## src/rtl/iob_img_loader_pkg.sv

```systemverilog
// Shared definitions for the image loader: FSM state encoding and word/strobe constants.
package iob_img_loader_pkg;
  localparam int BYTES_PER_WORD = 4;
  localparam logic [BYTES_PER_WORD-1:0] STRB_FULL = '1;

  typedef enum logic [2:0] {
    ST_IDLE    = 3'd0,
    ST_COLLECT = 3'd1,
    ST_WRITE   = 3'd2,
    ST_CKSUM   = 3'd3,
    ST_DONE    = 3'd4
  } state_e;
endpackage

```

## src/rtl/iob_img_loader_byte_packer.sv

```systemverilog
// Byte-to-word packer: places successive bytes little-endian into a DATA_W word and
// flags the cycle in which the last byte of a word is accepted.
module iob_img_loader_byte_packer #(
  parameter int DATA_W = 32
) (
  input  logic              clk_i,
  input  logic              rst_n_i,
  input  logic              clear_i,
  input  logic              byte_vld_i,
  input  logic [7:0]        byte_i,
  output logic [DATA_W-1:0] word_o,
  output logic              word_vld_o
);
  localparam int BPW = DATA_W / 8;
  localparam int CW  = $clog2(BPW);

  logic [CW-1:0]        cnt_q;
  logic [BPW-1:0][7:0]  word_q, word_d;

  // Merge the incoming byte combinationally so the full word is usable on the last byte.
  always_comb begin
    word_d = word_q;
    if (byte_vld_i) word_d[cnt_q] = byte_i;
  end

  assign word_o     = word_d;
  assign word_vld_o = byte_vld_i && (cnt_q == CW'(BPW - 1));

  always_ff @(posedge clk_i or negedge rst_n_i) begin
    if (!rst_n_i) begin
      cnt_q  <= '0;
      word_q <= '0;
    end else if (clear_i) begin
      cnt_q  <= '0;
      word_q <= '0;
    end else if (byte_vld_i) begin
      cnt_q  <= cnt_q + 1'b1;
      word_q <= word_d;
    end
  end
endmodule

```

## src/rtl/iob_img_loader.sv

```systemverilog
// Image loader: packs a byte stream little-endian into words and writes each to memory.
// Define IMG_LOADER_CHECKSUM_EN to check a 4-byte trailing sum of all written words.
module iob_img_loader
  import iob_img_loader_pkg::*;
#(
  parameter int ADDR_W = 32,
  parameter int DATA_W = 32,
  parameter int LEN_W  = 16
) (
  input  logic                clk_i,
  input  logic                rst_n_i,
  input  logic                start_i,
  input  logic [ADDR_W-1:0]   base_i,
  input  logic [LEN_W-1:0]    len_i,
  input  logic                s_valid_i,
  input  logic [7:0]          s_data_i,
  output logic                s_ready_o,
  output logic                m_valid_o,
  output logic [ADDR_W-1:0]   m_addr_o,
  output logic [DATA_W-1:0]   m_wdata_o,
  output logic [DATA_W/8-1:0] m_wstrb_o,
  input  logic                m_ready_i,
  output logic                busy_o,
  output logic                done_o,
  output logic                err_o
);
  state_e                state_q;
  logic [ADDR_W-1:0]     base_q, m_addr_q;
  logic [LEN_W-1:0]      len_q, word_idx_q;
  logic [DATA_W-1:0]     m_wdata_q, pk_word;
  logic [DATA_W/8-1:0]   m_wstrb_q;
  logic                  s_ready_q, m_valid_q, busy_q, done_q;
  logic                  pk_clear, pk_vld, pk_word_vld, last_word;

  assign pk_clear  = (state_q == ST_IDLE) && start_i;
  assign pk_vld    = s_valid_i && s_ready_q;
  assign last_word = (word_idx_q == len_q - LEN_W'(1));

  // One packer serves both the image words and the checksum trailer.
  iob_img_loader_byte_packer #(.DATA_W(DATA_W)) u_packer (
    .clk_i      (clk_i),
    .rst_n_i    (rst_n_i),
    .clear_i    (pk_clear),
    .byte_vld_i (pk_vld),
    .byte_i     (s_data_i),
    .word_o     (pk_word),
    .word_vld_o (pk_word_vld)
  );

`ifdef IMG_LOADER_CHECKSUM_EN
  logic [DATA_W-1:0] sum_q;
  logic              err_q;
  assign err_o = err_q;
`else
  assign err_o = 1'b0;
`endif

  always_ff @(posedge clk_i or negedge rst_n_i) begin
    if (!rst_n_i) begin
      state_q    <= ST_IDLE;
      base_q     <= '0;
      len_q      <= '0;
      word_idx_q <= '0;
      s_ready_q  <= 1'b0;
      m_valid_q  <= 1'b0;
      m_addr_q   <= '0;
      m_wdata_q  <= '0;
      m_wstrb_q  <= '0;
      busy_q     <= 1'b0;
      done_q     <= 1'b0;
`ifdef IMG_LOADER_CHECKSUM_EN
      sum_q      <= '0;
      err_q      <= 1'b0;
`endif
    end else begin
      done_q <= 1'b0;
      case (state_q)
        ST_IDLE: if (start_i) begin
          base_q     <= base_i & ~ADDR_W'(3);
          len_q      <= len_i;
          word_idx_q <= '0;
          busy_q     <= 1'b1;
`ifdef IMG_LOADER_CHECKSUM_EN
          sum_q      <= '0;
          err_q      <= 1'b0;
`endif
          if (len_i == '0) begin
            state_q <= ST_DONE;
            done_q  <= 1'b1;
          end else begin
            state_q   <= ST_COLLECT;
            s_ready_q <= 1'b1;
          end
        end
        ST_COLLECT: if (pk_word_vld) begin
          s_ready_q <= 1'b0;
          m_valid_q <= 1'b1;
          m_addr_q  <= base_q + ADDR_W'({word_idx_q, 2'b00});
          m_wdata_q <= pk_word;
          m_wstrb_q <= STRB_FULL;
`ifdef IMG_LOADER_CHECKSUM_EN
          sum_q     <= sum_q + pk_word;
`endif
          state_q   <= ST_WRITE;
        end
        ST_WRITE: if (m_ready_i) begin
          m_valid_q  <= 1'b0;
          m_wstrb_q  <= '0;
          word_idx_q <= word_idx_q + 1'b1;
          if (last_word) begin
`ifdef IMG_LOADER_CHECKSUM_EN
            state_q   <= ST_CKSUM;
            s_ready_q <= 1'b1;
`else
            state_q   <= ST_DONE;
            done_q    <= 1'b1;
`endif
          end else begin
            state_q   <= ST_COLLECT;
            s_ready_q <= 1'b1;
          end
        end
`ifdef IMG_LOADER_CHECKSUM_EN
        ST_CKSUM: if (pk_word_vld) begin
          s_ready_q <= 1'b0;
          err_q     <= (pk_word != sum_q);
          done_q    <= 1'b1;
          state_q   <= ST_DONE;
        end
`endif
        ST_DONE: begin
          busy_q  <= 1'b0;
          state_q <= ST_IDLE;
        end
        default: state_q <= ST_IDLE;
      endcase
    end
  end

  assign s_ready_o = s_ready_q;
  assign m_valid_o = m_valid_q;
  assign m_addr_o  = m_addr_q;
  assign m_wdata_o = m_wdata_q;
  assign m_wstrb_o = m_wstrb_q;
  assign busy_o    = busy_q;
  assign done_o    = done_q;
endmodule

```

## config.mk

```make
export PLATFORM = sky130hd
export DESIGN_NAME = iob_img_loader
export DESIGN_NICKNAME = d
export VERILOG_FILES = /design/src/rtl/iob_img_loader_pkg.sv /design/src/rtl/iob_img_loader_byte_packer.sv /design/src/rtl/iob_img_loader.sv
export SDC_FILE = /design/constraint.sdc
export NUM_CORES = 1
export LEC_CHECK = 0
export BUFFER_PORTS_ARGS = -buffer_cell sky130_fd_sc_hd__buf_2
export CAP_MARGIN = 0
export CORE_MARGIN = 3
export CORE_UTILIZATION = 37
export CTS_CLUSTER_DIAMETER = 80
export DETAILED_ROUTE_END_ITERATION = 10
export HOLD_SLACK_MARGIN = 0.1
export SLEW_MARGIN = 20
export SYNTH_ARGS = -nofsm -noshare
export SYNTH_HDL_FRONTEND = slang
export SYNTH_SLANG_ARGS = --single-unit
```

## constraint.sdc

```tcl
create_clock -name clk_i -period 4.25 [get_ports clk_i]
set_clock_uncertainty 0.15 [all_clocks]
set_input_delay 0.2125 -clock clk_i [delete_from_list [all_inputs] [get_ports clk_i]]
set_output_delay 0.2125 -clock clk_i [all_outputs]
set_load 0.01 [all_outputs]
```

; ---- Yosys cells after proc, flatten, opt, wreduce, memory -nomap -nowiden
; Index checks and enable logic that the tools add are counted.
[totals]
ff_bits = 171
input_bits = 61
output_inout_bits = 73
elab_cells = 86
[classes]
n_addsub = 4
magnitude_cmp = 2
eq_ne = 10
n_mux = 36
n_reduce_logical = 18
[ops]
columns = cell, n
row1 = 32-bit two-way mux, 3
row2 = 32-bit by 18-bit adder with 32-bit output, 1
row3 = 32-bit bitwise mux, 1
row4 = 16-bit two-way mux, 2
row5 = 16-bit case mux with 2 select lines, 1
row6 = "16-bit by 1-bit adder with 16-bit output, second input constant", 1
row7 = 8-bit demux with 2-bit select, 1
row8 = 16-bit equality test, 1
row9 = 16-bit zero test, 1
row10 = "16-bit by 1-bit subtractor with 16-bit output, second input constant", 1
row11 = 3-bit two-way mux, 5
row12 = 1-bit two-way mux, 12
row13 = "2-bit inequality test, second input constant", 5
row14 = 3-bit case mux with 3 select lines, 1
row15 = 3-bit AND reduction, 3
row16 = 4-bit two-way mux, 2
row17 = 8-bit two-way mux, 1
row18 = 4-bit case mux with 2 select lines, 1
row19 = 2-bit nonzero test, 4
row20 = 1-bit case mux with 2 select lines, 3
row21 = 2-bit AND reduction, 3
row22 = 6-bit AND reduction, 1
row23 = 1-bit logical AND, 4
row24 = 2-bit two-way mux, 2
row25 = 10 further kinds, 10

; ---- Longest topological paths before layout
[depth]
word_depth = 8
ltp_mapped = 10
mapped_depth_nobuf = 10

; ---- By module
; From an unflattened synthesis, not the netlist that was laid out.
[hier_totals]
cells_unflattened = 952
area_unflattened_um2 = 8759.7
[by_module_without_submodules]
columns = mod, instances, cells_per_inst, area_per_inst_um2, seq_area_each_um2
row1 = iob_img_loader, 1, 790, 6711.4, 3278.1
row2 = iob_img_loader_byte_packer, 1, 162, 2048.2, 850.8

; ---- Least setup slack after synthesis
; No wires, ideal clock.
[synth_timing]
kind = reg2reg
start = register word_idx_q[0]
end = register m_addr_q[26], in the netlist m_addr_o[26]
setup_time_ps = 82
arrival_time_ps = 2718
required_ps = 4018
setup_slack_ps = 1300
path_stages_with_launch = 11
path_buffers = 0
period_less_slack_ps = 2950
cell_sequence = dfrtp_1 ha_1 inv_1 fa_1 nor2b_1 o211ai_1 a31o_2 o21ai_0 a21oi_1 or4_1 a31oi_1
[synth_between]
elab_chain_cells = 1
[synth_rtl]
columns = item, line
row1 = "start, declared", iob_img_loader.sv:29  ; logic [LEN_W-1:0] len_q, word_idx_q;
row2 = "start signal, assigned", iob_img_loader.sv:109  ; word_idx_q <= word_idx_q + 1'b1;
row3 = 32-bit by 18-bit adder with 32-bit output, iob_img_loader.sv:98  ; m_addr_q <= base_q + ADDR_W'({word_idx_q, 2'b00});
row4 = "end signal, assigned", iob_img_loader.sv:98
row5 = "end, declared", iob_img_loader.sv:28  ; logic [ADDR_W-1:0] base_q, m_addr_q;
; No other way between the ends.
; A chain may end at the register's enable or synchronous reset.

; ---- Final worst setup path
; Ends and elaborated chain as after synthesis.

==> reports/results.md <==
Power
• 0.353 — switching share of power
• 636 nW/um2 — power density relative to cell area
• 0.407 — sequential group share of total power
• 0.265 — clock network power share
• 0.329 — logic gate share of total power
• 4.11 mW — internal power component
• 0.294 mV — maximum vdd drop
• 2.24 mW — switching power
• 4.80 nW — Static Leak

Detailed routing
• 0 — count of nets left with antenna violations after detail routing
• 9490 um — wl on met1
• 9420 um — met2 WL
• 5.08 — Vias/cell
• 757 um — routed length on met3
• 19900 um — drt total wl
• met4 — Top Layer Used
• 5 — first-pass iteration count of the detailed router
• 420 — number of DRC markers in iteration 0
• 0 — DRC violations left
• 16.1 um — average wire per cell in the routed design
• 6300 — via count

CTS
• 0.07 ns — clock-pin slew of the registers on the worst-case setup and hold paths
• sky130_fd_sc_hd__clkbuf_16 — Clock Tree Root
• 17 — Inserted Clock Buffers
• 4 — Clock H-tree levels
• 157 — number of clock sinks seen by CTS
• 0 — buffers inserted by post-CTS timing repair
• 2 — number of buffers between clock root and the deepest sink
• 0.43 ns — worst skew pair latency
• done — CTS tree

Timing
• 0 — max-slew violations
• 0.399 — Slew HR
• 0 — count of endpoints failing hold in the final timing report
• 297 MHz — Fmax achieved
• 0 — # setup viols final
• 3.37 ns — clock period minus worst slack
• 0.793 — Final period util
• 0 ns — summed negative setup slack over all endpoints
• false — setup repair after global routing missed its margin
• 0.901 ns — Slew @ Worst Pin

Global routing
• 32700 um — global-route wire length before repair
• 97 — largest net degree at the start of global routing
• 0 — antenna violations before repair
• 0 — GR Overflow Total
• 0.174 — overall fraction of global-route tracks in use
• 6204 — vias in the first global route

Worst setup path
• m_addr_o[26] — capturing element of the worst setup path
• 7 — highest net fanout along the worst path
• 0.88 ns — register-to-register setup slack
• 10 — path depth of the worst reg2reg path
• register — crit path capture type
• register — CP Launch Type
• m_addr_o[26] — worst flop-to-flop path endpoint
• 3.57 ns — arrival time at the worst endpoint
• word_idx_q[0] — reg2reg start
• 4.45 ns — Critical Path RT
• reg -> reg — crit path kind
• word_idx_q[0] — critical path launch point

Synthesis
• 7890 um2 — Synth Cell Area
• 0.498 — register area share after synthesis
• 9.98 um2 — Mapped Avg Cell Area
• 1.00 — async set-or-reset flop fraction in the synthesized netlist
• 0 — EDFF count, synth
• 59 — unique cell type count in the Yosys netlist
• sky130_fd_sc_hd__dfrtp_1 — most used flip-flop cell after synthesis
• 157 — Yosys reg bits
• 0 — number of synthesis warnings
• 791 — synthesized instance count

Run
• 0 — Max Cap Violations

Cells and area
• 1911 — Layout fillers
• sky130_fd_sc_hd__dfrtp_1 — most frequent standard cell in the layout excluding fill and tap cells
• 0.484 — post-layout util
• sky130_fd_sc_hd__dfrtp_1, sky130_fd_sc_hd__buf_2, sky130_fd_sc_hd__nand2_1 — most frequent cells in the layout
• 1239 — Final Non-Filler Cells
• 0 — number of diodes added for antenna fixing
• 9980 um2 — total non-filler cell area in the finished layout
• 1041 — nets@finish
• 26.5% — relative area change from synthesis to final layout
• 0.217 — fraction of layout cells with a size suffix above 1

Placement
• 1150 — number of cells in the design after placement
• 13600 um — hpwl dp
• 8760 um2 — placement-stage cell area
• 128 — quantity of I/O buffers inserted on ports
• 0.806 — placer congestion estimate

Floorplanning
• 52 — placement row count
• 152 um — die boundary height
• 0.383 — effective utilization at floorplan
• 20600 um2 — placeable core region
• 152 um — horizontal die dimension
• 134 — IO Pins
• 23100 um2 — area enclosed by the die boundary

Hold path
• in -> async — kind of path behind the tightest hold check

Outcome
• finished clean — run status

Yosys cell counts, drive strengths merged (5+ instances only):
| cell | count | share of area |
|---|---|---|
| dfrtp | 157 | 0.50 |
| nand2 | 106 | 0.050 |
| nor2 | 66 | 0.031 |
| o21ai | 65 | 0.041 |
| mux2 | 41 | 0.058 |
| clkbuf | 33 | 0.016 |
| a21oi | 28 | 0.018 |
| nand3 | 28 | 0.018 |
| xnor2 | 28 | 0.031 |
| mux2i | 26 | 0.033 |
| ha | 22 | 0.035 |
| xor2 | 22 | 0.024 |
| inv | 16 | 0.0076 |
| and3 | 14 | 0.011 |
| buf | 12 | 0.0090 |
| nor3 | 12 | 0.0076 |
| a31oi | 9 | 0.0071 |
| nor2b | 8 | 0.0063 |
| nor4 | 8 | 0.0063 |
| or3 | 8 | 0.0063 |
| a21o | 7 | 0.0067 |
| a311oi | 7 | 0.0078 |
| nand4 | 7 | 0.0055 |
| and2 | 5 | 0.0040 |
| o31ai | 5 | 0.0048 |
power groups by stage:
| stage | combinational (mW) | clock [mW] | sequential (mW) |
|---|---|---|---|
| finish | 2.09 | 1.68 | 2.58 |
| global route | 2.35 | 1.78 | 2.67 |
| CTS | 2.12 | 1.72 | 2.58 |
| detailed placement | 2.06 | 0 | 2.60 |
| global placement | 2.02 | 0 | 2.59 |
| floorplan | 1.37 | 0 | 2.55 |
routing by layer:
| metal | up-vias | global-route usage |
|---|---|---|
| met2 | 132 | 0.274 |
| met3 | 18 | 0.0370 |
| met5 | - | 0 |
| met1 | 3037 | 0.241 |
| met4 | 0 | 0.0531 |
| li1 | 3113 | - |
stage by stage:
stage,power (mW),hold WS (ns),setup WS (ns)
CTS,6.42,0.324,0.846
floorplan,3.92,-0.233,1.30
global placement,4.61,0.234,0.881
global route,6.80,0.349,0.618
finish,6.35,0.302,0.881
detailed placement,4.67,0.233,0.885
kinds of logic (layout without fill, tap and decap cells):
logic type	after synthesis	count (layout)	share of synthesized area
and+or+nand+nor	279	279	0.164
muxes	67	67	0.0915
xor gates and xnor gates	50	50	0.0555
buffers and inverters	61	237	0.0323
adders and majority gates	23	23	0.0374
other	1	3	0.000475
DFF	157	157	0.498
AOI/OAI and AO/OA	153	153	0.121
state kept, by name (all words and copies together), names as in the netlist, 2 cells and up:
name,cells
base_q,30
m_addr_o,30
u_packer.cnt_q,2
word_idx_q,16
len_q,16
state_q,3
m_wdata_o,32
u_packer.word_q,24
worst min path at each step:
stage,startpoint,to,slack [ns],depth (start not counted)
after global routing,m_addr_o[25],m_addr_o[25],0.35,2
after floorplan,rst_n_i,base_q[10],-0.23,0
final,rst_n_i,m_wdata_o[21],0.30,2
after CTS,m_wdata_o[31],m_wdata_o[31],0.32,2
after global placement,rst_n_i,m_wdata_o[21],0.23,1
after detailed placement,rst_n_i,m_wdata_o[21],0.23,1
critical path, cell delays in order, from the launching register on:
cell and delay [ns]:
sky130_fd_sc_hd__dfrtp_1 0.47, sky130_fd_sc_hd__ha_1 0.21, sky130_fd_sc_hd__inv_1 0.05, sky130_fd_sc_hd__fa_1 0.40, sky130_fd_sc_hd__nor2b_1 0.16, sky130_fd_sc_hd__o211ai_1 0.13, sky130_fd_sc_hd__a31o_2 0.31, sky130_fd_sc_hd__o21ai_0 0.40
sky130_fd_sc_hd__a21oi_1 0.28, sky130_fd_sc_hd__or4_1 0.55, sky130_fd_sc_hd__a31oi_1 0.17
cell type report:
class / instances / area (um2) / area share
Tap cell: 270 / 338 / 0.0338
Clock inverter: 11 / 191 / 0.0192
Sequential cell: 157 / 3930 / 0.394
Clock buffer: 20 / 447 / 0.0447
Inverter: 16 / 60.1 / 0.00602
Multi-Input combinational cell: 575 / 3730 / 0.374
Timing Repair Buffer: 190 / 1280 / 0.128
what timing repair did:
item	CTS	global route
endpoints found under the hold margin	207	0
hold buffers	58	0
gates resized for setup	0	0
(Power assumes the default switching activity.)
